==> src/rtl/warp_fetch_sched.sv <==
// -----------------------------------------------------------------------------
// warp_fetch_sched
//
// Per-core warp fetch scheduler. Keeps one program counter and one active bit
// per warp, picks one eligible warp per cycle in round-robin order and presents
// a registered (warp id, PC) fetch request to the instruction cache under a
// valid/ready handshake. Warps can be launched, halted and redirected; each
// warp can be masked from selection through warp_stall.
//
// Ports
//   clk             clock
//   reset           asynchronous, active-high reset
//   start_valid     launch warp start_id at start_pc
//   start_id        warp to launch
//   start_pc        launch PC
//   halt_valid      deactivate warp halt_id
//   halt_id         warp to halt
//   redirect_valid  branch/jump redirect of warp redirect_id to redirect_pc
//   redirect_id     redirected warp (ignored if that warp is inactive)
//   redirect_pc     redirect target
//   warp_stall      per-warp "do not fetch" mask, sampled in the selection cycle
//   fetch_valid     fetch request valid (registered)
//   fetch_ready     icache accepts the request
//   fetch_warp_id   requesting warp (registered)
//   fetch_pc        fetch address (registered)
//   active_mask     registered active bit per warp
// -----------------------------------------------------------------------------
module warp_fetch_sched #(
    parameter int                    NUM_WARPS    = 4,
    parameter int                    PC_WIDTH     = 32,
    parameter logic [PC_WIDTH-1:0]   RESET_PC     = '0,
    parameter logic [PC_WIDTH-1:0]   FETCH_STRIDE = PC_WIDTH'(4),
    parameter logic [NUM_WARPS-1:0]  RESET_ACTIVE = NUM_WARPS'(1),
    localparam int                   WID_W        = $clog2(NUM_WARPS)
) (
    input  logic                  clk,
    input  logic                  reset,
    input  logic                  start_valid,
    input  logic [WID_W-1:0]      start_id,
    input  logic [PC_WIDTH-1:0]   start_pc,
    input  logic                  halt_valid,
    input  logic [WID_W-1:0]      halt_id,
    input  logic                  redirect_valid,
    input  logic [WID_W-1:0]      redirect_id,
    input  logic [PC_WIDTH-1:0]   redirect_pc,
    input  logic [NUM_WARPS-1:0]  warp_stall,
    output logic                  fetch_valid,
    input  logic                  fetch_ready,
    output logic [WID_W-1:0]      fetch_warp_id,
    output logic [PC_WIDTH-1:0]   fetch_pc,
    output logic [NUM_WARPS-1:0]  active_mask
);

    // -------------------------------------------------------------------------
    // State
    // -------------------------------------------------------------------------
    logic [PC_WIDTH-1:0]                 pc_reg [NUM_WARPS];
    logic [NUM_WARPS-1:0][PC_WIDTH-1:0]  pc_next;
    logic [NUM_WARPS-1:0]                active_reg;
    logic [NUM_WARPS-1:0]                active_next;
    logic [WID_W-1:0]                    rr_ptr_reg;
    logic [WID_W-1:0]                    rr_ptr_next;

    logic                                fetch_valid_reg;
    logic                                fetch_valid_next;
    logic [WID_W-1:0]                    fetch_warp_id_reg;
    logic [WID_W-1:0]                    fetch_warp_id_next;
    logic [PC_WIDTH-1:0]                 fetch_pc_reg;
    logic [PC_WIDTH-1:0]                 fetch_pc_next;

    // -------------------------------------------------------------------------
    // Per-warp event decode
    // -------------------------------------------------------------------------
    logic [NUM_WARPS-1:0] start_hit;
    logic [NUM_WARPS-1:0] halt_hit;
    logic [NUM_WARPS-1:0] redirect_hit;
    logic [NUM_WARPS-1:0] kill_this_cycle;
    logic [NUM_WARPS-1:0] eligible;
    logic [NUM_WARPS-1:0] grant;

    logic                 load;
    logic                 kill_held;
    logic                 winner_found;
    logic [WID_W-1:0]     winner;

    generate
        for (genvar gi = 0; gi < NUM_WARPS; gi++) begin : g_warp
            assign start_hit[gi]    = start_valid && (start_id == WID_W'(gi));
            assign halt_hit[gi]     = halt_valid && (halt_id == WID_W'(gi));
            // A redirect to a warp that is not running has no effect at all,
            // so it must not kill anything either.
            assign redirect_hit[gi] = redirect_valid && (redirect_id == WID_W'(gi))
                                      && active_reg[gi];

            assign kill_this_cycle[gi] = start_hit[gi] | halt_hit[gi] | redirect_hit[gi];

            // A warp touched by an event this cycle waits one cycle so its
            // fetch always uses the post-event PC.
            assign eligible[gi] = active_reg[gi] & ~warp_stall[gi] & ~kill_this_cycle[gi];

            assign grant[gi] = load && !kill_held && winner_found && (winner == WID_W'(gi));

            // Start overrides redirect; halt leaves the PC alone. A granted
            // warp can never carry an event this cycle (it would not be
            // eligible), so the increment never collides with a write.
            assign pc_next[gi] = start_hit[gi]    ? start_pc :
                                 redirect_hit[gi] ? redirect_pc :
                                 grant[gi]        ? pc_reg[gi] + FETCH_STRIDE :
                                                    pc_reg[gi];

            // Start beats halt on the same warp.
            assign active_next[gi] = start_hit[gi] ? 1'b1 :
                                     halt_hit[gi]  ? 1'b0 :
                                                     active_reg[gi];
        end
    endgenerate

    // -------------------------------------------------------------------------
    // Handshake control
    // -------------------------------------------------------------------------
    assign load = ~fetch_valid_reg | fetch_ready;

    // A request stuck on the output for a warp whose PC or state changes this
    // cycle is stale; drop it. If ready is high the transfer completes anyway.
    assign kill_held = fetch_valid_reg & ~fetch_ready & kill_this_cycle[fetch_warp_id_reg];

    // -------------------------------------------------------------------------
    // Round-robin search starting just after the last granted warp
    // -------------------------------------------------------------------------
    always_comb begin
        logic [WID_W-1:0] cand;
        winner_found = 1'b0;
        winner       = '0;
        cand         = '0;
        for (int i = 1; i <= NUM_WARPS; i++) begin
            cand = WID_W'((int'(rr_ptr_reg) + i) % NUM_WARPS);
            if (!winner_found && eligible[cand]) begin
                winner_found = 1'b1;
                winner       = cand;
            end
        end
    end

    // -------------------------------------------------------------------------
    // Output register / pointer next-state
    // -------------------------------------------------------------------------
    always_comb begin
        fetch_valid_next   = fetch_valid_reg;
        fetch_warp_id_next = fetch_warp_id_reg;
        fetch_pc_next      = fetch_pc_reg;
        rr_ptr_next        = rr_ptr_reg;

        if (kill_held) begin
            fetch_valid_next = 1'b0;
        end else if (load) begin
            if (winner_found) begin
                fetch_valid_next   = 1'b1;
                fetch_warp_id_next = winner;
                fetch_pc_next      = pc_reg[winner];
                rr_ptr_next        = winner;
            end else begin
                fetch_valid_next = 1'b0;
            end
        end
    end

    // -------------------------------------------------------------------------
    // Registers
    // -------------------------------------------------------------------------
    always_ff @(posedge clk or posedge reset) begin
        if (reset) begin
            for (int w = 0; w < NUM_WARPS; w++) begin
                pc_reg[w] <= RESET_PC;
            end
            active_reg        <= RESET_ACTIVE;
            rr_ptr_reg        <= WID_W'(NUM_WARPS - 1);
            fetch_valid_reg   <= 1'b0;
            fetch_warp_id_reg <= '0;
            fetch_pc_reg      <= '0;
        end else begin
            for (int w = 0; w < NUM_WARPS; w++) begin
                pc_reg[w] <= pc_next[w];
            end
            active_reg        <= active_next;
            rr_ptr_reg        <= rr_ptr_next;
            fetch_valid_reg   <= fetch_valid_next;
            fetch_warp_id_reg <= fetch_warp_id_next;
            fetch_pc_reg      <= fetch_pc_next;
        end
    end

    assign fetch_valid   = fetch_valid_reg;
    assign fetch_warp_id = fetch_warp_id_reg;
    assign fetch_pc      = fetch_pc_reg;
    assign active_mask   = active_reg;

endmodule

==> config.mk <==
export PLATFORM = sky130hd
export DESIGN_NAME = warp_fetch_sched
export DESIGN_NICKNAME = d
export VERILOG_FILES = /design/src/rtl/warp_fetch_sched.sv
export SDC_FILE = /design/constraint.sdc
export NUM_CORES = 1
export LEC_CHECK = 0
export BUFFER_PORTS_ARGS = -buffer_cell sky130_fd_sc_hd__buf_2
export CORE_MARGIN = 2
export CORE_UTILIZATION = 56
export CTS_BUF_LIST = sky130_fd_sc_hd__clkbuf_8
export CTS_CLUSTER_SIZE = 10
export DETAILED_ROUTE_END_ITERATION = 7
export PLACE_DENSITY = 0.81
export SLEW_MARGIN = 20
export SYNTH_ARGS = -nofsm -noshare
export SYNTH_HDL_FRONTEND = slang
export SYNTH_SLANG_ARGS = --single-unit
==> constraint.sdc <==
create_clock -name clk -period 5.51 [get_ports clk]
set_input_delay 0.8265 -clock clk [delete_from_list [all_inputs] [get_ports clk]]
set_output_delay 0.8265 -clock clk [all_outputs]
set_load 0.01 [all_outputs]
==> results of run 1 <==
==> worst min-delay path by stage <==
stage                        start              to  slack (ns)  depth (start not counted)
floorplan            rr_ptr_reg[1]   rr_ptr_reg[1]        0.47                          2
global placement    active_mask[0]  active_mask[0]        0.48                          2
detailed placement  active_mask[0]  active_mask[0]        0.49                          2
CTS                 active_mask[0]  active_mask[0]        0.50                          2
global route        active_mask[0]  active_mask[0]        0.53                          2
finish                       reset     pc_reg[105]        0.47                          2
==> layout make-up <==
cell class	instances	area [um^2]
clock inverter	10	82.6
tap	270	338
clock buffer	19	262
antenna	1	2.50
inverter	16	65.1
timing repair buffer	146	801
fill	1749	7590
sequential	169	4230
multi-input combinational	1185	6730
==> worst max-delay path, stage by stage <==
cell and delay, ns:
buf_2 0.16, nand3_1 0.10, buf_4 0.24, nand4_1 0.30, o2bb2ai_1 0.49, o21a_2 0.86
nand3_1 0.46, o311ai_0 0.45, a22o_1 0.19
==> report_power, final <==
group          internal [W]  switching [W]
clock network      0.000367       0.000480
logic              0.000985        0.00137
registers           0.00171       0.000701
total               0.00306        0.00255
==> layer usage <==
metal  wire length, um  global-route usage, %
met5                13                      0
met4              1970                   16.6
met3              6300                   12.8
met2             17900                   55.6
met1             16500                   55.5
==> per-stage QoR <==
step / utilization, % / setup WS [ns] / cell area, um^2
after global placement: 60.4 / 1.57 / 12100
after detailed placement: 60.4 / 1.53 / 12100
after CTS: 62.1 / 2.01 / 12500
final: 62.2 / 1.87 / 12500
after global routing: 62.2 / 1.63 / 12500
after floorplan: - / 0.113 / 11400
==> cell usage in the layout, fill, tap and decap left out, types with 12 or more instances in the layout <==
cell type  count
a211oi_1      60
nor2_1       148
nor3_1        20
nand2_1      281
and3_1        16
o21ai_0       84
nor4_1        21
a22oi_1       28
a21oi_1      177
buf_4         28
a221o_1       32
nand4_1       36
xnor2_1       49
clkbuf_8      19
inv_1         17
dfrtp_1      166
o22ai_1       14
xor2_1        35
a31oi_1       12
and4_1        12
buf_2        118
nand3_1       49
==> cell families after synthesis <==
kind of cell,count (synthesis)
AOI/OAI and AO/OA,457
xor gates and xnor gates,84
adders and majority gates,4
buffers and inverters,123
DFF,169
muxes,4
and+or+nand+nor,636
==> impl_metrics.csv, run 1 <==
group,metric,value,unit
yosys,synthTopCellsByCount,"nand2_1 (281), a21oi_1 (179), dfrtp_1 (166)",
grt,overflow,0,
clock_network,clkTransAtPathRegs,0.09,ns
yosys,ys_seq_area_share,37.2,%
worst_setup_path,endpoint_kind,"flop",
yosys,synth_xor_area_share,6.46,%
clock_network,cts_inserted_buffers,17,
clock_network,cts_buffer_depth,2,
grt,grt_usage,39.3,%
detailed_routing,first_iter_violations,1900,
yosys,synthSimpleGateAreaFrac,25.7,%
worst_setup_path,start_kind,"primary input",
clock_network,clock_latency,0.49,ns
power,p_leak,5.11,nW
worst_setup_path,critical_path.startpoint,"start_id[0]",
placed_design,dp_hpwl,30.8,mm
timing,maxSlewViolCount,0,
die,io_pins,119,
timing,finalCritPeriodShare,66.1,%
worst_setup_path,r2r_end,"pc_reg[24]",
yosys,synth.area.mux_share,0.483,%
timing,hold_ws,0.465,ns
yosys,synth_edf_count,0,
grt,grt_max_degree,87,
clock_network,tritoncts,"done",
timing,clock_skew,0.0178,ns
placed_design,io_buffers,118,
yosys,synth_area_leaders,"dfrtp_1 (36%), nand2_1 (9.3%), a21oi_1 (7.9%)",
detailed_routing,wl_per_cell,23.5,um
timing,setup_viol,0,
yosys,synth_top_family_by_area,"simple AND/OR/NAND/NOR gates",
timing,slew_headroom,21.9,%
placed_design,gp_congestion,1.05,
worst_setup_path,rr_startpoint,"active_mask[1]",
yosys,ys.warnings.count,0,
run,max_cap_violations,0,
timing,fmax,275,MHz
worst_setup_path,ff2ff_setup_slack,2.02,ns
timing,worst_pin_slew,1.16,ns
yosys,ys_seq_elements,169,
timing,rsz0062_at_grt,"no",
cells_and_area,fin_cells,1816,
worst_setup_path,required,5.94,ns
yosys,async_reset_ff_share,100,%
timing,setup_tns,0,ns
worst_setup_path,path_class,"primary input to flop",
placed_design,place_inst,1786,
yosys,syn-mean-instance-area,7.71,um^2
die,start_util,56.7,%
yosys,synthesis.area,11400,um^2
cells_and_area,drive_above_1_share,13.3,%
yosys,synthAdderAreaFrac,0.439,%
worst_setup_path,crit_arrival,4.07,ns
clock_network,clkSinkCount,169,
die,core,20100,um^2
cells_and_area,largest_register_ffs,128,
detailed_routing,routed_wl,42.6,mm
clock_network,h-tree-depth,4,
detailed_routing,vias,12328,
yosys,yosys.area.top_type,"dfrtp_1",
detailed_routing,first_pass_iters,7,
cells_and_area,area_growth,9.83,%
die,fp.dieH,147,um
die,placementRows,52,
clock_network,cts_setup_buffers,0,
worst_setup_path,worstPathMaxFanout,41,
die,die_x,147,um
worst_setup_path,crit_end,"pc_reg[24]",
yosys,synth_most_common_cell,"nand2_1",
min_path,hp-class,"primary input to async pin",
detailed_routing,routed_via_density,6.79,
yosys,synth_top_flop_cell,"dfrtp_1",
yosys,synth_top_area_share,36.5,%
power,power_density,449,nW/um^2
die,dieArea,21500,um^2
timing,fin_crit,3.64,ns
yosys,syn-instance-count,1477,
yosys,synth_compound_area_share,25.3,%
grt,antenna_found_initial,2,
power,total_power,0.00561,W
yosys,synth_fp_nets,1561,
grt,grt_pass1_vias,11128,
clock_network,hold_buffers,0,
detailed_routing,drcViolationCount,0,
cells_and_area,fin_nets,1619,
power,vdd_drop_max,201,uV
worst_setup_path,r2r.worst_path.cells,7,
yosys,ys_types,70,
clock_network,root_buffer,"clkbuf_8",
timing,hold_violations,0,
status,status,"finished, final reports clean",
detailed_routing,ant_nets,0,
grt,grt_first_pass_wirelength,65.2,mm
clock_network,cts_resized,0,
No activity file was read; power rests on OpenSTA's default activity.
==> run 2, diff against run 1 <==
CORE_UTILIZATION = 62   (was 56)
PLACE_DENSITY = 0.85   (was 0.81)
clock period = 3.42 ns   (was 5.51 ns; I/O delays follow)
==> impl_metrics.csv, run 2 (synthesis results as in run 1) <==
group,metric,value,unit
worst_setup_path,critical_path.startpoint,"active_mask[0]",
detailed_routing,wl_per_cell,24.1,um
clock_network,cts_setup_buffers,0,
grt,antenna_found_initial,2,
worst_setup_path,start_kind,"flop",
worst_setup_path,slowest_stage,"a21oi_2",
die,placementRows,49,
power,pwr-share-clk,16.6,%
worst_setup_path,crit_arrival,3.38,ns
timing,clock_skew,0.0142,ns
clock_network,clock_latency,0.49,ns
power,pwr-share-comb,42.6,%
detailed_routing,drcViolationCount,5,
worst_setup_path,crit_end,"pc_reg[44]",
grt,overflow,0,
clock_network,cts_buffer_depth,2,
grt,grt_first_pass_wirelength,66.2,mm
worst_setup_path,r2r_end,"pc_reg[44]",
detailed_routing,wl_met1,16.4,mm
clock_network,h-tree-depth,4,
detailed_routing,top_layer_used,"met5",
die,die_x,140,um
die,dieArea,19500,um^2
status,status,"finished, violations left",
placed_design,place_inst,1776,
clock_network,cts_resized,0,
power,p_int,0.00517,W
detailed_routing,first_iter_violations,2288,
worst_setup_path,endpoint_kind,"flop",
die,core,18000,um^2
worst_setup_path,ff2ff_setup_slack,0.37,ns
cells_and_area,largest_register_ffs,128,
die,fp.dieH,140,um
grt,grt_pass1_vias,11549,
run,max_cap_violations,0,
worst_setup_path,r2r.worst_path.cells,6,
worst_setup_path,required,3.74,ns
placed_design,place_ws,0.191,ns
timing,hold_violations,0,
timing,setup_tns,0,ns
grt,grt_max_degree,57,
timing,maxSlewViolCount,0,
timing,fin_ws,0.367,ns
status,violations,"design-rule violations",
cells_and_area,fin_nets,1651,
cells_and_area,final_cell_mix,"nand2_1 (281), a21oi_1 (177), dfrtp_1 (166), nor2_1 (148), buf_2 (118)",
grt,grt_usage,44.1,%
clock_network,cts_inserted_buffers,17,
detailed_routing,wl_met2,17.9,mm
detailed_routing,routed_via_density,7.04,
timing,slew_headroom,17.4,%
power,switching_power,0.00418,W
cells_and_area,fin_cells,1810,
clock_network,clkSinkCount,169,
detailed_routing,vias,12751,
power,total_power,0.00935,W
placed_design,io_buffers,118,
detailed_routing,ant_nets,0,
cells_and_area,fill_cells,1451,
worst_setup_path,path_class,"flop to flop",
worst_setup_path,worstPathMaxFanout,24,
clock_network,clkTransAtPathRegs,0.10,ns
cells_and_area,drive_above_1_share,15.4,%
detailed_routing,first_pass_iters,8,
placed_design,gp_congestion,1.11,
power,p_leak,5.30,nW
die,io_pins,119,
min_path,hp-class,"primary input to async pin",
timing,setup_viol,0,
cells_and_area,final_common_cell,"nand2_1",
power,seq_power_share,40.8,%
worst_setup_path,path_cells,"nor2b_1 -> nand4_4 -> o2bb2ai_1 -> o21a_2 -> a21oi_2 -> o21ai_0",
timing,finalCritPeriodShare,89.3,%
power,vdd_drop_max,477,uV
detailed_routing,met3WireLength,6.78,mm
timing,fin_crit,3.05,ns
clock_network,root_buffer,"clkbuf_8",
die,start_util,63.2,%
clock_network,hold_buffers,0,
clock_network,tritoncts,"done",
worst_setup_path,slowest_delay,0.91,ns
worst_setup_path,rr_startpoint,"active_mask[0]",
power,power_density,729,nW/um^2
cells_and_area,area_growth,12.6,%
detailed_routing,routed_wl,43.7,mm
timing,fmax,328,MHz
placed_design,dp_hpwl,31.3,mm
power,p_sw_share,44.7,%
timing,worst_pin_slew,1.23,ns
timing,rsz0062_at_grt,"no",
run 2: power groups by stage:
| stage | Sequential (W) | Combinational [W] | Clock (W) |
|---|---|---|---|
| after global placement | 0.00375 | 0.00374 | 0 |
| after global routing | 0.00389 | 0.00434 | 0.00161 |
| after floorplan | 0.00349 | 0.00274 | 0 |
| after CTS | 0.00374 | 0.00388 | 0.00154 |
| final | 0.00382 | 0.00398 | 0.00155 |
| after detailed placement | 0.00377 | 0.00386 | 0 |
run 2: worst max-delay path: cells and delay by family (launching register included):
| family | cells | cell delay, ns |
|---|---|---|
| AO/OA/AOI/OAI | 4 | 1.85 |
| flip-flops | 1 | 0.60 |
| AND/OR/NAND/NOR | 2 | 0.44 |
run 2: cell type report:
cell class | count | area (um^2) | share of cell area [%]
diodes | 1 | 2.50 | 0.0195
clock buffers | 18 | 248 | 1.93
clock inverters | 14 | 171 | 1.34
inverters | 16 | 63.8 | 0.497
multi-input cells | 1185 | 6720 | 52.4
flip-flops and latches | 169 | 4230 | 33.0
well taps | 229 | 287 | 2.23
repair buffers | 178 | 1100 | 8.60
run 2: routing by layer:
| metal | vias to the layer above | global-route usage [%] |
|---|---|---|
| li1 | 5524 | - |
| met1 | 5878 | 62.4 |
| met2 | 1114 | 61.9 |
| met3 | 233 | 13.1 |
| met4 | 2 | 21.7 |
| met5 | - | 0 |
run 2: worst min path at each step:
stage / end / depth (start not counted) / slack, ns
finish: pc_reg[12] / 2 / 0.23
global route: pc_reg[12] / 2 / 0.27
CTS: pc_reg[12] / 2 / 0.24
detailed placement: active_mask[0] / 2 / 0.49
global placement: rr_ptr_reg[1] / 2 / 0.49
floorplan: rr_ptr_reg[1] / 2 / 0.47
run 2: through the flow:
| step | instance area [um^2] | util (%) | hold WS, ns |
|---|---|---|---|
| after floorplan | 11400 | - | 0.466 |
| after global placement | 12400 | 68.7 | 0.490 |
| after detailed placement | 12400 | 68.7 | 0.494 |
| after CTS | 12800 | 71.1 | 0.242 |
| after global routing | 12800 | 71.2 | 0.274 |
| final | 12800 | 71.2 | 0.226 |
